===== config.mk =====
export PLATFORM = sky130hd
export DESIGN_NAME = dmem_access_ctrl
export DESIGN_NICKNAME = d
export VERILOG_FILES = /design/src/rtl/mips_pkg.sv /design/src/rtl/dmem_access_ctrl_rr_arb2.sv /design/src/rtl/dmem_access_ctrl.sv
export SDC_FILE = /design/constraint.sdc
export NUM_CORES = 1
export LEC_CHECK = 0
export CAP_MARGIN = 15
export CELL_PAD_IN_SITES_DETAIL_PLACEMENT = 1
export CELL_PAD_IN_SITES_GLOBAL_PLACEMENT = 1
export CORE_MARGIN = 2
export CORE_UTILIZATION = 25
export DETAILED_ROUTE_END_ITERATION = 12
export MAX_ROUTING_LAYER = met4
export PLACE_DENSITY = 0.9
export SLEW_MARGIN = 25
export SYNTH_ARGS = -nofsm -noshare
export SYNTH_HDL_FRONTEND = slang
export SYNTH_HIERARCHICAL = 1
export SYNTH_SLANG_ARGS = --single-unit

===== constraint.sdc =====
create_clock -name clk -period 3.9 [get_ports clk]
set_input_delay 0.78 -clock clk [delete_from_list [all_inputs] [get_ports clk]]
set_output_delay 0.78 -clock clk [all_outputs]
set_load 0.02 [all_outputs]

===== src/rtl/mips_pkg.sv =====
// Shared MIPS definitions used by the data memory access controller.
package mips_pkg;

    localparam logic [5:0] OP_LW = 6'b100011;
    localparam logic [5:0] OP_SW = 6'b101011;

    typedef enum logic [1:0] {
        IDLE,
        RD_WAIT,
        RD_DONE
    } dmem_state_t;

    typedef enum logic {
        OWN_MS,
        OWN_LD
    } dmem_owner_t;

    function automatic logic is_mem_op(input logic [5:0] op);
        return (op == OP_LW) || (op == OP_SW);
    endfunction

endpackage


===== src/rtl/dmem_access_ctrl_rr_arb2.sv =====
// Two-requester round-robin arbiter; on a conflict the side not granted last time wins.
module rr_arb2
    import mips_pkg::*;
(
    input  logic clk,
    input  logic reset,
    input  logic req_ms,
    input  logic req_ld,
    input  logic en,
    output logic gnt_ms,
    output logic gnt_ld
);

    dmem_owner_t last;

    always_comb begin
        gnt_ms = req_ms && (!req_ld || (last == OWN_LD));
        gnt_ld = req_ld && (!req_ms || (last == OWN_MS));
    end

    // Reset value OWN_LD lets the MEM stage win the first conflict.
    always_ff @(posedge clk) begin
        if (reset) begin
            last <= OWN_LD;
        end else if (en && (gnt_ms || gnt_ld)) begin
            last <= gnt_ld ? OWN_LD : OWN_MS;
        end
    end

endmodule


===== src/rtl/dmem_access_ctrl.sv =====
// Data memory sequencer: arbitrates MEM-stage lw/sw and the loader port onto a
// fixed-latency memory, and stalls the pipeline while a MEM-stage access is pending.
module dmem_access_ctrl
    import mips_pkg::*;
#(
    parameter int MEM_LAT = 2,
    parameter int ADDR_W  = 32,
    parameter int DATA_W  = 32
) (
    input  logic              clk,
    input  logic              reset,
    input  logic [5:0]        ms_opcode,
    input  logic [ADDR_W-1:0] ms_addr,
    input  logic [DATA_W-1:0] ms_wdata,
    output logic [DATA_W-1:0] ms_rdata,
    output logic              ms_stall,
    input  logic              ld_req,
    input  logic              ld_we,
    input  logic [ADDR_W-1:0] ld_addr,
    input  logic [DATA_W-1:0] ld_wdata,
    output logic              ld_gnt,
    output logic [DATA_W-1:0] ld_rdata,
    output logic              ld_rvalid,
    output logic              dm_read,
    output logic              dm_write,
    output logic [ADDR_W-1:0] dm_raddr,
    output logic [ADDR_W-1:0] dm_waddr,
    output logic [DATA_W-1:0] dm_wdata,
    input  logic [DATA_W-1:0] dm_rdata
);

    localparam int CNT_W = (MEM_LAT > 1) ? $clog2(MEM_LAT) : 1;
    localparam logic [CNT_W-1:0] CNT_INIT = CNT_W'(MEM_LAT - 1);

    dmem_state_t       state;
    dmem_owner_t       own;
    logic [CNT_W-1:0]  cnt;
    logic [ADDR_W-1:0] raddr_q;

    logic ms_req;
    logic ms_is_sw;
    logic arb_en;
    logic gnt_ms;
    logic gnt_ld;
    logic rd_gnt;

    assign ms_req   = is_mem_op(ms_opcode);
    assign ms_is_sw = (ms_opcode == OP_SW);
    assign arb_en   = !reset && (state == IDLE);

    rr_arb2 u_arb (
        .clk    (clk),
        .reset  (reset),
        .req_ms (arb_en && ms_req),
        .req_ld (arb_en && ld_req),
        .en     (arb_en),
        .gnt_ms (gnt_ms),
        .gnt_ld (gnt_ld)
    );

    assign rd_gnt = (gnt_ms && !ms_is_sw) || (gnt_ld && !ld_we);

    // Grant-cycle strobes come straight from the winner's inputs so a store
    // completes in the cycle it is presented.
    always_comb begin
        dm_read   = 1'b0;
        dm_write  = 1'b0;
        dm_raddr  = '0;
        dm_waddr  = '0;
        dm_wdata  = '0;
        ld_gnt    = 1'b0;
        ld_rvalid = 1'b0;
        ms_stall  = 1'b0;
        if (!reset) begin
            case (state)
                IDLE: begin
                    if (gnt_ms) begin
                        if (ms_is_sw) begin
                            dm_write = 1'b1;
                            dm_waddr = ms_addr;
                            dm_wdata = ms_wdata;
                        end else begin
                            dm_read  = 1'b1;
                            dm_raddr = ms_addr;
                        end
                    end else if (gnt_ld) begin
                        ld_gnt = 1'b1;
                        if (ld_we) begin
                            dm_write = 1'b1;
                            dm_waddr = ld_addr;
                            dm_wdata = ld_wdata;
                        end else begin
                            dm_read  = 1'b1;
                            dm_raddr = ld_addr;
                        end
                    end
                end
                RD_WAIT: begin
                    dm_read  = 1'b1;
                    dm_raddr = raddr_q;
                end
                RD_DONE: begin
                    ld_rvalid = (own == OWN_LD);
                end
                default: ;
            endcase
            ms_stall = ms_req
                    && !((state == IDLE) && gnt_ms && ms_is_sw)
                    && !((state == RD_DONE) && (own == OWN_MS));
        end
    end

    always_ff @(posedge clk) begin
        if (reset) begin
            state    <= IDLE;
            own      <= OWN_MS;
            cnt      <= '0;
            raddr_q  <= '0;
            ms_rdata <= '0;
            ld_rdata <= '0;
        end else begin
            case (state)
                IDLE: begin
                    if (rd_gnt) begin
                        state   <= RD_WAIT;
                        cnt     <= CNT_INIT;
                        own     <= gnt_ms ? OWN_MS : OWN_LD;
                        raddr_q <= gnt_ms ? ms_addr : ld_addr;
                    end
                end
                RD_WAIT: begin
                    if (cnt == '0) begin
                        if (own == OWN_MS) begin
                            ms_rdata <= dm_rdata;
                        end else begin
                            ld_rdata <= dm_rdata;
                        end
                        state <= RD_DONE;
                    end else begin
                        cnt <= cnt - 1'b1;
                    end
                end
                RD_DONE: begin
                    state <= IDLE;
                end
                default: begin
                    state <= IDLE;
                end
            endcase
        end
    end

endmodule


==> flow_metrics.env <==
export IMPL_r2r_start="state[0]$_SDFFE_PP0P_"
export IMPL_fin_util=0.429
export IMPL_die_x_um=150
export IMPL_grt_remaining_overflow=0
export IMPL_die_area_um2=22600
export IMPL_clk_path_buf_depth=2
export IMPL_cp_end_kind="output pin"
export IMPL_syn_area_per_cell_um2=7.59
export IMPL_r2r_slack_ns=1.20
export IMPL_rr_worst_depth=11
export IMPL_fin_crit_sh=0.984
export IMPL_synth_edff_count=0
export IMPL_wl_um=25300
export IMPL_min_path_cells=2
export IMPL_synth_warning_count=6
export IMPL_cp_start_kind="input port"
export IMPL_status="finished clean"
export IMPL_coreArea_um2=21000
export IMPL_design_area_um2=9020
export IMPL_fillers=2569
export IMPL_crit_path_max_fanout=32
export IMPL_routabilityCongestion=0.899
export IMPL_async_reset_ff_frac=0
export IMPL_initial_core_util=0.255
export IMPL_critPathArrivalTime_ns=3.06
export IMPL_diodes=0
export IMPL_finalCriticalPeriod_ns=3.84
export IMPL_grt_usage=0.224
export IMPL_hp_class="reg2reg"
export IMPL_finalHoldViolations=0
export IMPL_final_max_slew_violation_count=0
export IMPL_drive_gt1_frac=0.173
export IMPL_wl_per_cell_um=19.4
export IMPL_max_cap_violations=0
export IMPL_fp_row_count=53
export IMPL_via_count=6681
export IMPL_slowest_delay_ns=0.47
export IMPL_drt_initial_drc_count=288
export IMPL_tightest_slew_ns=0.696
export IMPL_syn_to_final_growth_pct=68.1
export IMPL_syn_num_nets=877
export IMPL_rsz0062_at_grt="true"
export IMPL_nets=1193
export IMPL_place_area_um2=9080
export IMPL_power_leakage_nw=3.36
export IMPL_relSlewSlack=0.536
export IMPL_setup_viol=0
export IMPL_numPortBuffers=334
export IMPL_cts_tree="built"
export IMPL_synth_seq_area_share=0.377
export IMPL_clkTransAtPathRegs_ns=0.08
export IMPL_viasPerCell=5.13
export IMPL_cts_sinks=101
export IMPL_hold_end="ms_rdata[7]$_SDFFE_PP0P_"
export IMPL_boundaryPins=335
export IMPL_ys_types=39
export IMPL_antenna_found_initial=0
export IMPL_final_common_cell="clkdlybuf4s50_1"
export IMPL_powerDensity_nw_per_um2=275
export IMPL_hold_start="ms_rdata[7]$_SDFFE_PP0P_"
export IMPL_grt_max_degree=65
export IMPL_cts_buffers=9
export IMPL_crit_required_ns=3.12
export IMPL_final_cell_mix="clkdlybuf4s50_1, nand2_1, dfxtp_1, a21oi_1, clkbuf_2"
export IMPL_synth_seq_cells=101
export IMPL_slowest_stage="clkdlybuf4s50_1"
export IMPL_ir_drop_uv=207
export IMPL_worstSetupPathType="in2out"
export IMPL_first_pass_iters=5
export IMPL_synth_ff_type="dfxtp_1"
export IMPL_hold_slack_ns=0.455
export IMPL_fmax_ghz=0.260
export IMPL_finalClockSkew_ns=0.00868
export IMPL_worstSkewPairLatency_ns=0.36
export IMPL_ant_nets=0
export IMPL_path_cells="clkdlybuf4s50_1 -> nor4bb_2 -> nand2_1 -> nor3_2 -> a21boi_4 -> nand2b_4 -> nor3_4 -> buf_12 -> a22oi_1 -> o21ai_1 -> clkdlybuf4s15_2"
export IMPL_grt_pass1_vias=7054
export IMPL_cts_root_buf="clkbuf_16"
export IMPL_cts_htree_levels=3
export IMPL_drc=0
export IMPL_syn_area_um2=5360
export IMPL_r2r_end="raddr_q[8]$_SDFFE_PP0P_"
export IMPL_grt_pass1_wl_um=38500
export IMPL_dp_hpwl_um=19000
export IMPL_die_h_um=150
export IMPL_synthCells=707
export IMPL_cp_buffers_inverters=3
export IMPL_path_delay_family="buffers and inverters"
==> worst max-delay path by stage <==
stage | startpoint | to | slack, ns | cells past startpoint
2_1_floorplan | reset | dm_waddr[22] | 0.21 | 13
3_3_place_gp | ms_opcode[1] | dm_raddr[15] | -0.40 | 10
3_5_place_dp | ms_opcode[1] | dm_wdata[31] | -0.44 | 10
4_1_cts | ms_opcode[1] | dm_raddr[0] | 0.0004 | 11
5_1_grt | ms_opcode[0] | dm_raddr[21] | -0.07 | 10
6_report | ms_opcode[0] | dm_raddr[21] | 0.06 | 11
==> registers in the layout, indices dropped and copies added (netlist names) <==
register	count
ms_rdata	32
cnt	1
state	2
own	1
u_arb/last	1
raddr_q	32
ld_rdata	32
==> routing by layer <==
layer  track usage  share of wire  up-vias
met3        0.0582          0.085       41
met4        0.0679          0.022        0
met5             -              0        -
met1         0.253           0.39     3226
met2         0.389           0.50      270
li1              -              -     3144
==> kinds of logic (layout without fill, tap and decap cells) <==
group / count (synthesis) / count (layout) / share of synthesized area
AO/OA/AOI/OAI: 271 / 271 / 0.345
buffers and inverters: 76 / 397 / 0.0735
flip-flops: 101 / 101 / 0.377
AND/OR/NAND/NOR: 259 / 259 / 0.204
==> power breakdown <==
group | switching (mW) | total [mW] | internal (mW)
sequential | 0.0137 | 1.07 | 1.06
clock | 0.474 | 0.938 | 0.464
combinational | 0.227 | 0.471 | 0.244
total | 0.715 | 2.48 | 1.76
==> cell usage after synthesis (all sizes together), types with 2 or more instances <==
| cell | n | share of area |
|---|---|---|
| o2bb2ai | 16 | 0.026 |
| and2 | 4 | 0.0047 |
| or3 | 3 | 0.0035 |
| a22o | 32 | 0.052 |
| dfxtp | 101 | 0.38 |
| a21oi | 83 | 0.077 |
| a32oi | 32 | 0.052 |
| o21ai | 35 | 0.037 |
| nand2 | 163 | 0.11 |
| nor2 | 53 | 0.037 |
| and3 | 3 | 0.0035 |
| a21boi | 34 | 0.048 |
| a22oi | 16 | 0.023 |
| o21a | 2 | 0.0028 |
| buf | 33 | 0.042 |
| inv | 5 | 0.0035 |
| nor3 | 7 | 0.0086 |
| o22ai | 16 | 0.019 |
| nand2b | 22 | 0.026 |
| clkbuf | 37 | 0.026 |
==> metrics by stage <==
step           total power [mW]  std cells  setup TNS (ns)  setup WS (ns)
3_5_place_dp               1.58       1285          -33.97         -0.439
6_report                   2.48       1303               0         0.0609
5_1_grt                    2.59       1303          -0.586        -0.0737
4_1_cts                    2.51       1302               0       0.000437
2_1_floorplan              1.26        707               0          0.207
3_3_place_gp               1.57       1285          -29.74         -0.404
==> final cells by class <==
cell class                      instances  area [µm²]  share of cell area
Multi-Input combinational cell        530        3020               0.335
Inverter                                6        27.5             0.00305
Sequential cell                       101        2020               0.224
Timing Repair Buffer                  375        3290               0.365
Tap cell                              275         344              0.0382
Clock inverter                          7        91.3              0.0101
Clock buffer                            9         225              0.0250
==> repair_timing <==
action	in CTS	in global routing
setup endpoints to repair	100	98
pin swaps	1	2
hold buffers	0	0
cloned	0	1
buffers inserted	1	1
gates resized for setup	214	132
endpoints found under the hold margin	0	0
==> worst min-delay path, stage by stage (launching register included) <==
cell,delay (ns)
dfxtp_1,0.31
nand2_1,0.05
a21oi_1,0.05
Note: power is estimated with default switching activity, not from simulation.
